--- config.mk ---
export PLATFORM = sky130hd
export DESIGN_NAME = mem_access_unit
export DESIGN_NICKNAME = d
export VERILOG_FILES = /design/src/rtl/mem_access_unit.sv
export SDC_FILE = /design/constraint.sdc
export NUM_CORES = 1
export LEC_CHECK = 0
export BUFFER_PORTS_ARGS = -buffer_cell sky130_fd_sc_hd__buf_2
export CAP_MARGIN = 20
export CORE_AREA = 2 2 110 112
export DETAILED_ROUTE_END_ITERATION = 7
export DIE_AREA = 0 0 112 114
export MAX_ROUTING_LAYER = met4
export PLACE_DENSITY = 0.68
export RECOVER_POWER = 100
export SKIP_LAST_GASP = 1
export SLEW_MARGIN = 20
export SYNTH_ARGS = -nofsm -noshare
export SYNTH_HDL_FRONTEND = slang
export SYNTH_SLANG_ARGS = --single-unit
--- constraint.sdc ---
create_clock -name clk -period 5 [get_ports clk]
set_clock_uncertainty 0.05 [all_clocks]
set_input_delay 0.25 -clock clk [delete_from_list [all_inputs] [get_ports clk]]
set_output_delay 0.25 -clock clk [all_outputs]
set_load 0.1 [all_outputs]
--- src/rtl/mem_access_unit.sv ---
// MEM-stage access unit: issues load/store transactions on a req/ack bus, stalls
// upstream while an access is outstanding, aligns load data and forwards write-back fields.
module mem_access_unit #(
  parameter int unsigned ACK_TIMEOUT = 255
) (
  input  logic        clk,
  input  logic        rst,
  input  logic        mem_read_flag_in,
  input  logic        mem_write_flag_in,
  input  logic        mem_sign_ext_flag_in,
  input  logic [3:0]  mem_sel_in,
  input  logic [31:0] mem_write_data_in,
  input  logic [31:0] result_in,
  input  logic        reg_write_en_in,
  input  logic [4:0]  reg_write_addr_in,
  input  logic [31:0] current_pc_addr_in,
  output logic        bus_req,
  output logic        bus_we,
  output logic [31:0] bus_addr,
  output logic [3:0]  bus_sel,
  output logic [31:0] bus_wdata,
  input  logic        bus_ack,
  input  logic [31:0] bus_rdata,
  output logic        stall_request,
  output logic        bus_error,
  output logic [31:0] result_out,
  output logic        reg_write_en_out,
  output logic [4:0]  reg_write_addr_out,
  output logic [31:0] current_pc_addr_out
);

  typedef enum logic [1:0] {IDLE, BUSY, DONE, ERR} state_t;

  localparam logic [7:0] TIMEOUT = 8'(ACK_TIMEOUT);

  state_t      state_q, state_d;
  logic [7:0]  cnt_q, cnt_d;
  logic [31:0] rdata_q, rdata_d;
  logic        mem_op;
  logic        req_raw, err_raw, stall_raw;
  logic [7:0]  cnt_inc;
  logic [31:0] load_data;

  assign mem_op  = mem_read_flag_in | mem_write_flag_in;
  assign cnt_inc = (cnt_q == 8'hFF) ? cnt_q : cnt_q + 8'd1;

  always_comb begin
    state_d   = state_q;
    cnt_d     = cnt_q;
    req_raw   = 1'b0;
    err_raw   = 1'b0;
    stall_raw = 1'b0;
    case (state_q)
      IDLE: begin
        if (mem_op) begin
          req_raw   = 1'b1;
          stall_raw = 1'b1;
          cnt_d     = '0;
          state_d   = bus_ack ? DONE : BUSY;
        end
      end
      BUSY: begin
        req_raw   = 1'b1;
        stall_raw = 1'b1;
        cnt_d     = cnt_inc;
        // cnt_q counts earlier BUSY wait cycles; cnt_inc includes the current one.
        if (bus_ack)
          state_d = DONE;
        else if (TIMEOUT != 8'd0 && cnt_inc == TIMEOUT)
          state_d = ERR;
      end
      DONE:    state_d = IDLE;
      ERR: begin
        err_raw = 1'b1;
        state_d = IDLE;
      end
      default: state_d = IDLE;
    endcase
  end

  // Gating with rst makes the bus handshake and stall drop the moment reset asserts.
  assign bus_req       = rst & req_raw;
  assign stall_request = rst & stall_raw;
  assign bus_error     = rst & err_raw;

  assign rdata_d = (bus_req && bus_ack) ? bus_rdata : rdata_q;

  always_ff @(posedge clk or negedge rst) begin
    if (!rst) begin
      state_q <= IDLE;
      cnt_q   <= '0;
      rdata_q <= '0;
    end else begin
      state_q <= state_d;
      cnt_q   <= cnt_d;
      rdata_q <= rdata_d;
    end
  end

  assign bus_we   = mem_write_flag_in & ~mem_read_flag_in;
  assign bus_addr = {result_in[31:2], 2'b00};
  assign bus_sel  = mem_sel_in;

  always_comb begin
    case (mem_sel_in)
      4'b0001, 4'b0010, 4'b0100, 4'b1000: bus_wdata = {4{mem_write_data_in[7:0]}};
      4'b0011, 4'b1100:                   bus_wdata = {2{mem_write_data_in[15:0]}};
      default:                            bus_wdata = mem_write_data_in;
    endcase
  end

  always_comb begin
    load_data = '0;
    case (mem_sel_in)
      4'b0001: load_data = {{24{mem_sign_ext_flag_in & rdata_q[7]}},  rdata_q[7:0]};
      4'b0010: load_data = {{24{mem_sign_ext_flag_in & rdata_q[15]}}, rdata_q[15:8]};
      4'b0100: load_data = {{24{mem_sign_ext_flag_in & rdata_q[23]}}, rdata_q[23:16]};
      4'b1000: load_data = {{24{mem_sign_ext_flag_in & rdata_q[31]}}, rdata_q[31:24]};
      4'b0011: load_data = {{16{mem_sign_ext_flag_in & rdata_q[15]}}, rdata_q[15:0]};
      4'b1100: load_data = {{16{mem_sign_ext_flag_in & rdata_q[31]}}, rdata_q[31:16]};
      4'b1111: load_data = rdata_q;
      default: load_data = '0;
    endcase
  end

  always_comb begin
    result_out       = result_in;
    reg_write_en_out = reg_write_en_in;
    if (state_q == DONE && mem_read_flag_in) begin
      result_out = load_data;
    end else if (state_q == ERR) begin
      result_out       = '0;
      reg_write_en_out = 1'b0;
    end
  end

  assign reg_write_addr_out  = reg_write_addr_in;
  assign current_pc_addr_out = current_pc_addr_in;

endmodule

* After elaboration in Yosys (flattened, before gate mapping) *
Cells that the tools add are included.

storage, ports and cells
  register bits after elaboration = 42
  bits of input ports = 144
  output and inout bits = 142

cells by class
  equal/unequal tests = 14
  add/sub/neg operators = 1
  muxes and demuxes = 17
  bitwise gates (word level) = 9
  reduce and logical (&&, ||, !) cells = 9

operators with widths
  cell                                                                    count
  32-bit one-hot mux with 7 select lines                                  1
  32-bit two-way mux                                                      2
  32-bit one-hot mux with 2 select lines                                  1
  8-bit equality test (second input constant)                             2
  8-bit two-way mux                                                       2
  8-bit one-hot mux with 2 select lines                                   1
  4-bit equality test (second input constant)                             3
  8-bit by 1-bit adder with 8-bit output (second input constant)          1
  4-bit by 2-bit equality test with 1-bit output (second input constant)  2
  2-bit two-way mux                                                       4
  1-bit AND                                                               7
  2-bit one-hot mux with 3 select lines                                   1
  2-bit equality test (second input constant)                             2
  4-bit by 1-bit equality test with 1-bit output (second input constant)  1
  4-bit by 3-bit equality test with 1-bit output (second input constant)  1
  1-bit two-way mux                                                       4
  2-bit AND reduction                                                     2
  2-bit OR reduction                                                      2
  4-bit OR reduction                                                      1
  3-bit != test (second input constant)                                   1
  2-bit by 1-bit equality test with 1-bit output (second input constant)  1
  1-bit logical AND                                                       2
  2-bit logical NOT                                                       1
  2-bit != test (second input constant)                                   1
  4 further kinds                                                         4

* Depth between registers and ports, before layout *
Gate-level depths: netlist (run 1).

  depth after elaboration = 6
  gate-level depth with buffers = 8

* Worst setup path after synthesis (run 1) *
OpenSTA, ideal clock, no wires.

  kind = input -> output
  start point = input mem_sel_in[1]
  end point = output result_out[21]
  setup slack = 1.246 ns
  cell stages on the path = 7
  arrival = 3.454 ns
  path buffers = 3
  path through = buf_2 clkbuf_1 nand3_1 a21boi_0 o211ai_1 clkbuf_1 o21ai_0

on the way
  cells in the longest elaborated chain, start to end = 3
  elaborated cells on any way between the ends = 9
  those cells by class = eq/ne: 7; mux: 2

RTL lines
  what                                               RTL line  RTL
  start, declared                                    11        input logic [3:0] mem_sel_in,
  4-bit equality test, or another cell as far along  114       case (mem_sel_in)
  32-bit one-hot mux with 7 select lines *           114
  32-bit two-way mux *                               129       if (state_q == DONE && mem_read_flag_in) begin
  end, declared                                      26        output logic [31:0] result_out,

Mark *: on every way between the ends. The rest lies on a longest branch, timed or not.

* Final worst setup path (run 1) *
  start point = input mem_sel_in[1]
  end point = output result_out[30]

The elaborated chain is that of the path after synthesis.

==> impl_results.md, run 1 <==
* Outcome: finished, violations left
* Failing checks: capacitance limit, slew limit
* Worst setup path end: result_out[30]
* Slowest CP cell: nor3_1
* CTS Buffer Depth at 2
* Hold Buf Count CTS at 0
* Setup CP Type: in -> out
* #FFs+latches synth at 42
* Critical Path Max Stage Delay at 1.26 ns
* Cell Rows at 40
* HPWL after DPL at 11,210 µm
* Area Overhead vs Synth at 12.77%
* P per Cell Area at 375.8 nW/µm²
* Relative slew slack at -0.1391
* Initial DRC count at 367
* Commonest non-fill, non-tap cell in the layout: buf_2
* # IOs at 286
* Least-Margin Pin Slew at 1.704 ns
* Pwr Total at 1.686 mW
* Min-Delay Path Class: in -> async
* Die area at 12,770 µm²
* Synth cell types at 49
* Fin Setup TNS at 0 ns
* Vias in the first global route at 3,745
* CTS HTree Levels at 2
* Crit start category: input port
* Routed Antenna Nets at 0
* Synth area leader: dfrtp_1
* Unrepaired setup endpoints after global routing: no
* Top cells by area, synth: dfrtp_1, buf_4, mux2_2
* Number of buffers created by CTS at 5
* Post-CTS Resized at 0
* Critical path cell sequence: buf_2, nor2_1, a32o_1, nor3_1, o21ai_0, clkbuf_1
* Initial DRT Pass Iterations at 5
* IO buf count at 209
* FF-to-FF Start: state_q[0]
* Syn Std Cell Area at 3978 µm²
* Worst r2r dst: rdata_q[5]
* Final Hold Vio Count at 0
* Wirelength per Cell at 20.30 µm
* All-Layer GR Usage at 0.2170
* Top FF cell, synth: dfrtp_1
* Maximum clock frequency at 272.3 MHz
* Largest net degree at the start of global routing at 46
* Vias per Instance at 5.511
* CTS tree: built
* Post-synth EDFFs at 0
* Clk slew on worst S/H paths at 0.06 ns
* Routability Congestion at 0.9296
* Combinational share of power at 0.515
* DIE HEIGHT at 114 µm
* Worst vdd ir at 0.1682 mV
* Global route total overflow at 0
* Seq pwr share at 0.287
* Clk pwr share at 0.198
* Final wirelength at 14,170 µm
* Nets at 695
* Drc violations at 0
* Max Transition Viols Final at 50
* Layout cell share with drive strength beyond 1 at 0.3212
* Internal cell power at 0.7921 mW
* R2R cell count at 4
* Net Switching at 0.8935 mW
* Layout fillers at 1,290
* Setup bufs post-CTS at 0
* Fin crit share at 0.7344
* Max Cap Viol at 2
* Post-route cell area at 4486 µm²
* DP Area at 4468 µm²
* Core area at 11,710 µm²
* Worst EP arrival at 3.37 ns
* Most frequent cells in the layout: buf_2, clkbuf_1, mux2_2
* Seq/Total Area, Yosys at 0.2642
* Worst Path Required at 4.70 ns
* Worst-Skew Late Latency at 0.28 ns
* Sw frac at 0.5301
* Worst-path fanout max at 28
* Antenna diodes at 0
* Starting Density at 0.3396
* Endpoints failing setup at 0
* Syn Inst Count at 446
* Crit path from: mem_sel_in[1]
* CTS Sinks at 42
* Total number of vias at 3,847
* Fin crit period at 3.672 ns
* Synth warn at 0
* Hold WS at 0.001320 ns
* Reg-to-reg slack, setup at 1.57 ns
* Post-Syn Area per Cell at 8.918 µm²
* Die width at 112 µm
* Setup crit end kind: output port
* Root buf cell: clkbuf_16
* Leakage at 1.948 nW
* Share of the synthesized area in the top cell type at 0.2642
* First-pass GRT wire length at 20,870 µm
* Post-synthesis async set-or-reset flop share at 1.000
* Initial antenna violation count at 0
stage by stage:
step	setup WS, ns	utilization	instances
floorplan	1.246	-	447
global placement	1.932	0.3815	690
detailed placement	1.802	0.3815	690
CTS	1.796	0.3941	698
global route	0.9532	0.3830	698
finish	1.328	0.3830	698
critical path: cells and delay by family:
family / cells / cell delay [ns]
compound gates: 2 / 0.64
buf+inv: 2 / 0.93
simple gates: 2 / 1.54
power by group through the flow:
stage / sequential, mW / combinational (mW) / clock (mW)
after floorplan: 0.449 / 0.897 / 0
after global placement: 0.490 / 0.878 / 0
after detailed placement: 0.491 / 0.885 / 0
after CTS: 0.486 / 0.886 / 0.343
after global routing: 0.494 / 0.904 / 0.364
final: 0.485 / 0.867 / 0.334
registers in the layout, summed over array words and instances (netlist names):
register,flops
rdata_q,32
cnt_q,8
state_q,2
area by class of cell:
| type | count | area, µm² | area share |
|---|---|---|---|
| tap | 147 | 183.9 | 0.04100 |
| inverter | 1 | 3.754 | 0.0008368 |
| clock inverter | 1 | 5.005 | 0.001116 |
| sequential | 42 | 1051 | 0.2343 |
| clock buffer | 7 | 142.6 | 0.03180 |
| timing repair buffer | 212 | 947.2 | 0.2112 |
| multi-input combinational | 288 | 2152 | 0.4798 |
Yosys cell counts, types with 3 or more instances:
cell / n
nor2b_1: 3
a221o_1: 8
buf_2: 10
buf_6: 3
a222oi_1: 7
mux2_2: 48
nand3_1: 8
nor2_1: 5
and4_1: 3
nand3b_1: 19
a22oi_1: 24
o21ai_0: 24
a21o_1: 9
nand2b_1: 4
and3_1: 3
and2_1: 11
nor3_1: 3
nand2_1: 31
dfrtp_1: 42
buf_4: 83
a2bb2oi_1: 8
a22o_1: 16
clkbuf_1: 20
a21oi_1: 18
worst min path at each step:
stage	startpoint	endpoint	slack, ns	cells after the start
floorplan	rst	cnt_q[0]	-0.1	0
global placement	rst	rdata_q[1]	0.32	2
detailed placement	rst	rdata_q[1]	0.33	2
CTS	rst	rdata_q[1]	0.03	2
global route	rst	rdata_q[1]	0.05	2
finish	rst	rdata_q[1]	0.001	2
cells by family after synthesis:
group,share of synthesized area
flops,0.2642
xor+xnor,0.002202
simple gates,0.1519
mux,0.1434
fa+ha+maj,0.003145
compound gates,0.2366
other cells,0.0009428
buf+inv,0.1975
layer usage:
layer	routed length (µm)	vias up	GRT usage
met5	0	-	-
li1	-	1774	-
met2	7478	185	0.3939
met3	946	30	0.04782
met1	5387	1858	0.2348
met4	357	0	0.07642
Power figures use the tool's default switching activity.
==> run 2: changes to the inputs <==
==> constraint.sdc (replaced) <==
create_clock -name clk -period 3.58 [get_ports clk]
set_clock_uncertainty 0.05 [all_clocks]
set_input_delay 0.179 -clock clk [delete_from_list [all_inputs] [get_ports clk]]
set_output_delay 0.179 -clock clk [all_outputs]
set_load 0.1 [all_outputs]
==> run 2 against run 1 <==
  * The flow now finishes without violations
  * Non-clock buffer count is 4 higher
  * Total power up 39%
  * Flip-flop and latch count stayed put
  * Sequential share of layout area shrank 0.42 points
  * Highest routed layer unchanged
==> impl_results.md, run 2 (synthesized netlist as in run 1, its figures left out) <==
* Wirelength per Cell at 20.17 µm (-0.64%)
* HPWL after DPL at 11,360 µm (+1.4%)
* Pwr Total at 2.349 mW (+39%)
* Worst-path fanout max at 25 (-11%)
* Maximum clock frequency at 323.7 MHz
* CTS Sinks at 42 (unchanged)
* Area taken by multi-input logic gates at 2151 µm² (about the same)
* Root buf cell: clkbuf_16
* Starting Density at 0.3396 (unchanged)
* Vias in the first global route at 3,702 (-1.1%)
* R2R cell count at 4 (unchanged)
* Largest net degree at the start of global routing at 33 (-28%)
* Reg-to-reg slack, setup at 0.80 ns (-0.77 ns)
* DIE HEIGHT at 114 µm (unchanged)
* Total number of vias at 3,879 (+0.83%)
* IO buf count at 209 (unchanged)
* Max Transition Viols Final at 0 (-100%)
* Layout fillers at 1,225 (-5.0%)
* Worst EP arrival at 2.86 ns (-0.51 ns)
* CTS Buffer Depth at 2 (unchanged)
* Clk slew on worst S/H paths at 0.06 ns (about the same)
* Least-Margin Pin Slew at 1.218 ns (-0.4862 ns)
* Final Hold Vio Count at 0 (unchanged)
* Biggest register: rdata_q
* Pre-CTS WS at 0.7881 ns (-1.013 ns)
* Initial DRT Pass Iterations at 7 (+2)
* Worst vdd ir at 0.2302 mV (+37%)
* Die area at 12,770 µm² (unchanged)
* Biggest regs: rdata_q: 32 flops, cnt_q: 8 flops, state_q: 2 flops
* First-pass GRT wire length at 21,000 µm (+0.63%)
* Global route total overflow at 0 (unchanged)
* Unrepaired setup endpoints after global routing: no
* Layout cell share with drive strength beyond 1 at 0.4170 (+0.09573)
* P per Cell Area at 514.4 nW/µm² (+37%)
* Initial antenna violation count at 1 (+1)
* Final wirelength at 14,160 µm (about the same)
* Max Cap Viol at 0 (-2)
* Worst Path Required at 3.35 ns (-1.35 ns)
* Outcome: complete, no violations
* Setup crit end kind: output port
* Routed Antenna Nets at 0 (unchanged)
* Most frequent cells in the layout: buf_2, mux2_2, clkbuf_1
* Die width at 112 µm (unchanged)
* # IOs at 286 (unchanged)
* Setup CP Type: reg -> out
* Hold Buf Count CTS at 1 (+1)
* Nets at 699 (+0.58%)
* Relative slew slack at 0.1882 (+0.3273)
* Worst r2r dst: rdata_q[6]
* Routability Congestion at 0.9083 (-2.3%)
* Min-Delay Path Class: in -> reg
* CTS tree: built
* Endpoints failing setup at 0 (unchanged)
* Initial DRC count at 250 (-32%)
* Fin crit period at 3.089 ns
* Non-filler cells, final at 702 (+0.57%)
* Post-CTS Resized at 0 (unchanged)
* Number of buffers created by CTS at 5 (unchanged)
* Commonest non-fill, non-tap cell in the layout: buf_2
* Hold Crit Endpoint: state_q[0]
* Setup WS post-layout at 0.4906 ns (-0.8372 ns)
* Fin Setup TNS at 0 ns (unchanged)
* Leakage at 2.112 nW (+8.4%)
* Register area at 1051 µm² (unchanged)
* FF-to-FF Start: state_q[0]
* Max reg flops at 32 (unchanged)
* Inst Count DP at 692 (+0.29%)
* Drc violations at 0 (unchanged)
* Fin crit share at 0.8630
* CTS HTree Levels at 2 (unchanged)
* Cell Rows at 40 (unchanged)
* WHS Path Cells at 2
* Vias per Instance at 5.526 (+0.26%)
* Crit start category: flip-flop
* Core area at 11,710 µm² (unchanged)
* Hold_sp: bus_ack
* Worst-Skew Late Latency at 0.29 ns (about the same)
* Setup bufs post-CTS at 0 (unchanged)
* All-Layer GR Usage at 0.2187 (+0.001680)
* Area Overhead vs Synth at 14.82%
run 2: worst max-delay path by stage:
stage / from / end / slack, ns
after CTS: mem_sel_in[1] / bus_wdata[20] / 0.78
after detailed placement: mem_sel_in[1] / bus_wdata[20] / 0.79
after global placement: mem_sel_in[3] / bus_wdata[31] / 0.88
after floorplan: mem_sel_in[1] / result_out[21] / -0.03
final: state_q[0] / result_out[6] / 0.49
after global routing: state_q[0] / result_out[6] / 0.32
run 2: layout make-up:
type / count / area share
multi-input combinational: 288 / 0.4710
sequential: 42 / 0.2301
timing repair buffer: 216 / 0.2277
tap: 147 / 0.04027
clock buffer: 5 / 0.02740
clock inverter: 2 / 0.002192
inverter: 1 / 0.0008219
antenna: 1 / 0.0005479
run 2: per-stage QoR:
step | utilization | hold WS (ns) | instance area (µm²)
after floorplan | - | -0.1666 | 3981
after global placement | 0.3828 | 0.1414 | 4483
after detailed placement | 0.3828 | 0.1596 | 4483
after CTS | 0.3952 | 0.03182 | 4628
after global routing | 0.3900 | 0.04180 | 4567
final | 0.3900 | 0.03765 | 4567
run 2: layer usage:
layer	vias up	global-route usage	share of wire
met2	195	0.3964	0.52
met1	1859	0.2375	0.37
met4	0	0.06748	0.026
li1	1788	-	-
met5	-	-	0
met3	37	0.05367	0.083
run 2: worst max-delay path, cell delays in order, from the launching register on:
cell       delay (ns)
dfrtp_1          0.46
o21ai_2          0.89
buf_4            0.37
a22o_1           0.17
a2bb2oi_1        0.18
clkbuf_2         0.48
run 2: where the power goes:
part           leakage [nW]  total [mW]  switching, mW  internal [mW]
combinational          1.53        1.23          0.947          0.284
clock                0.0694       0.439          0.187          0.252
sequential            0.513       0.680          0.116          0.564
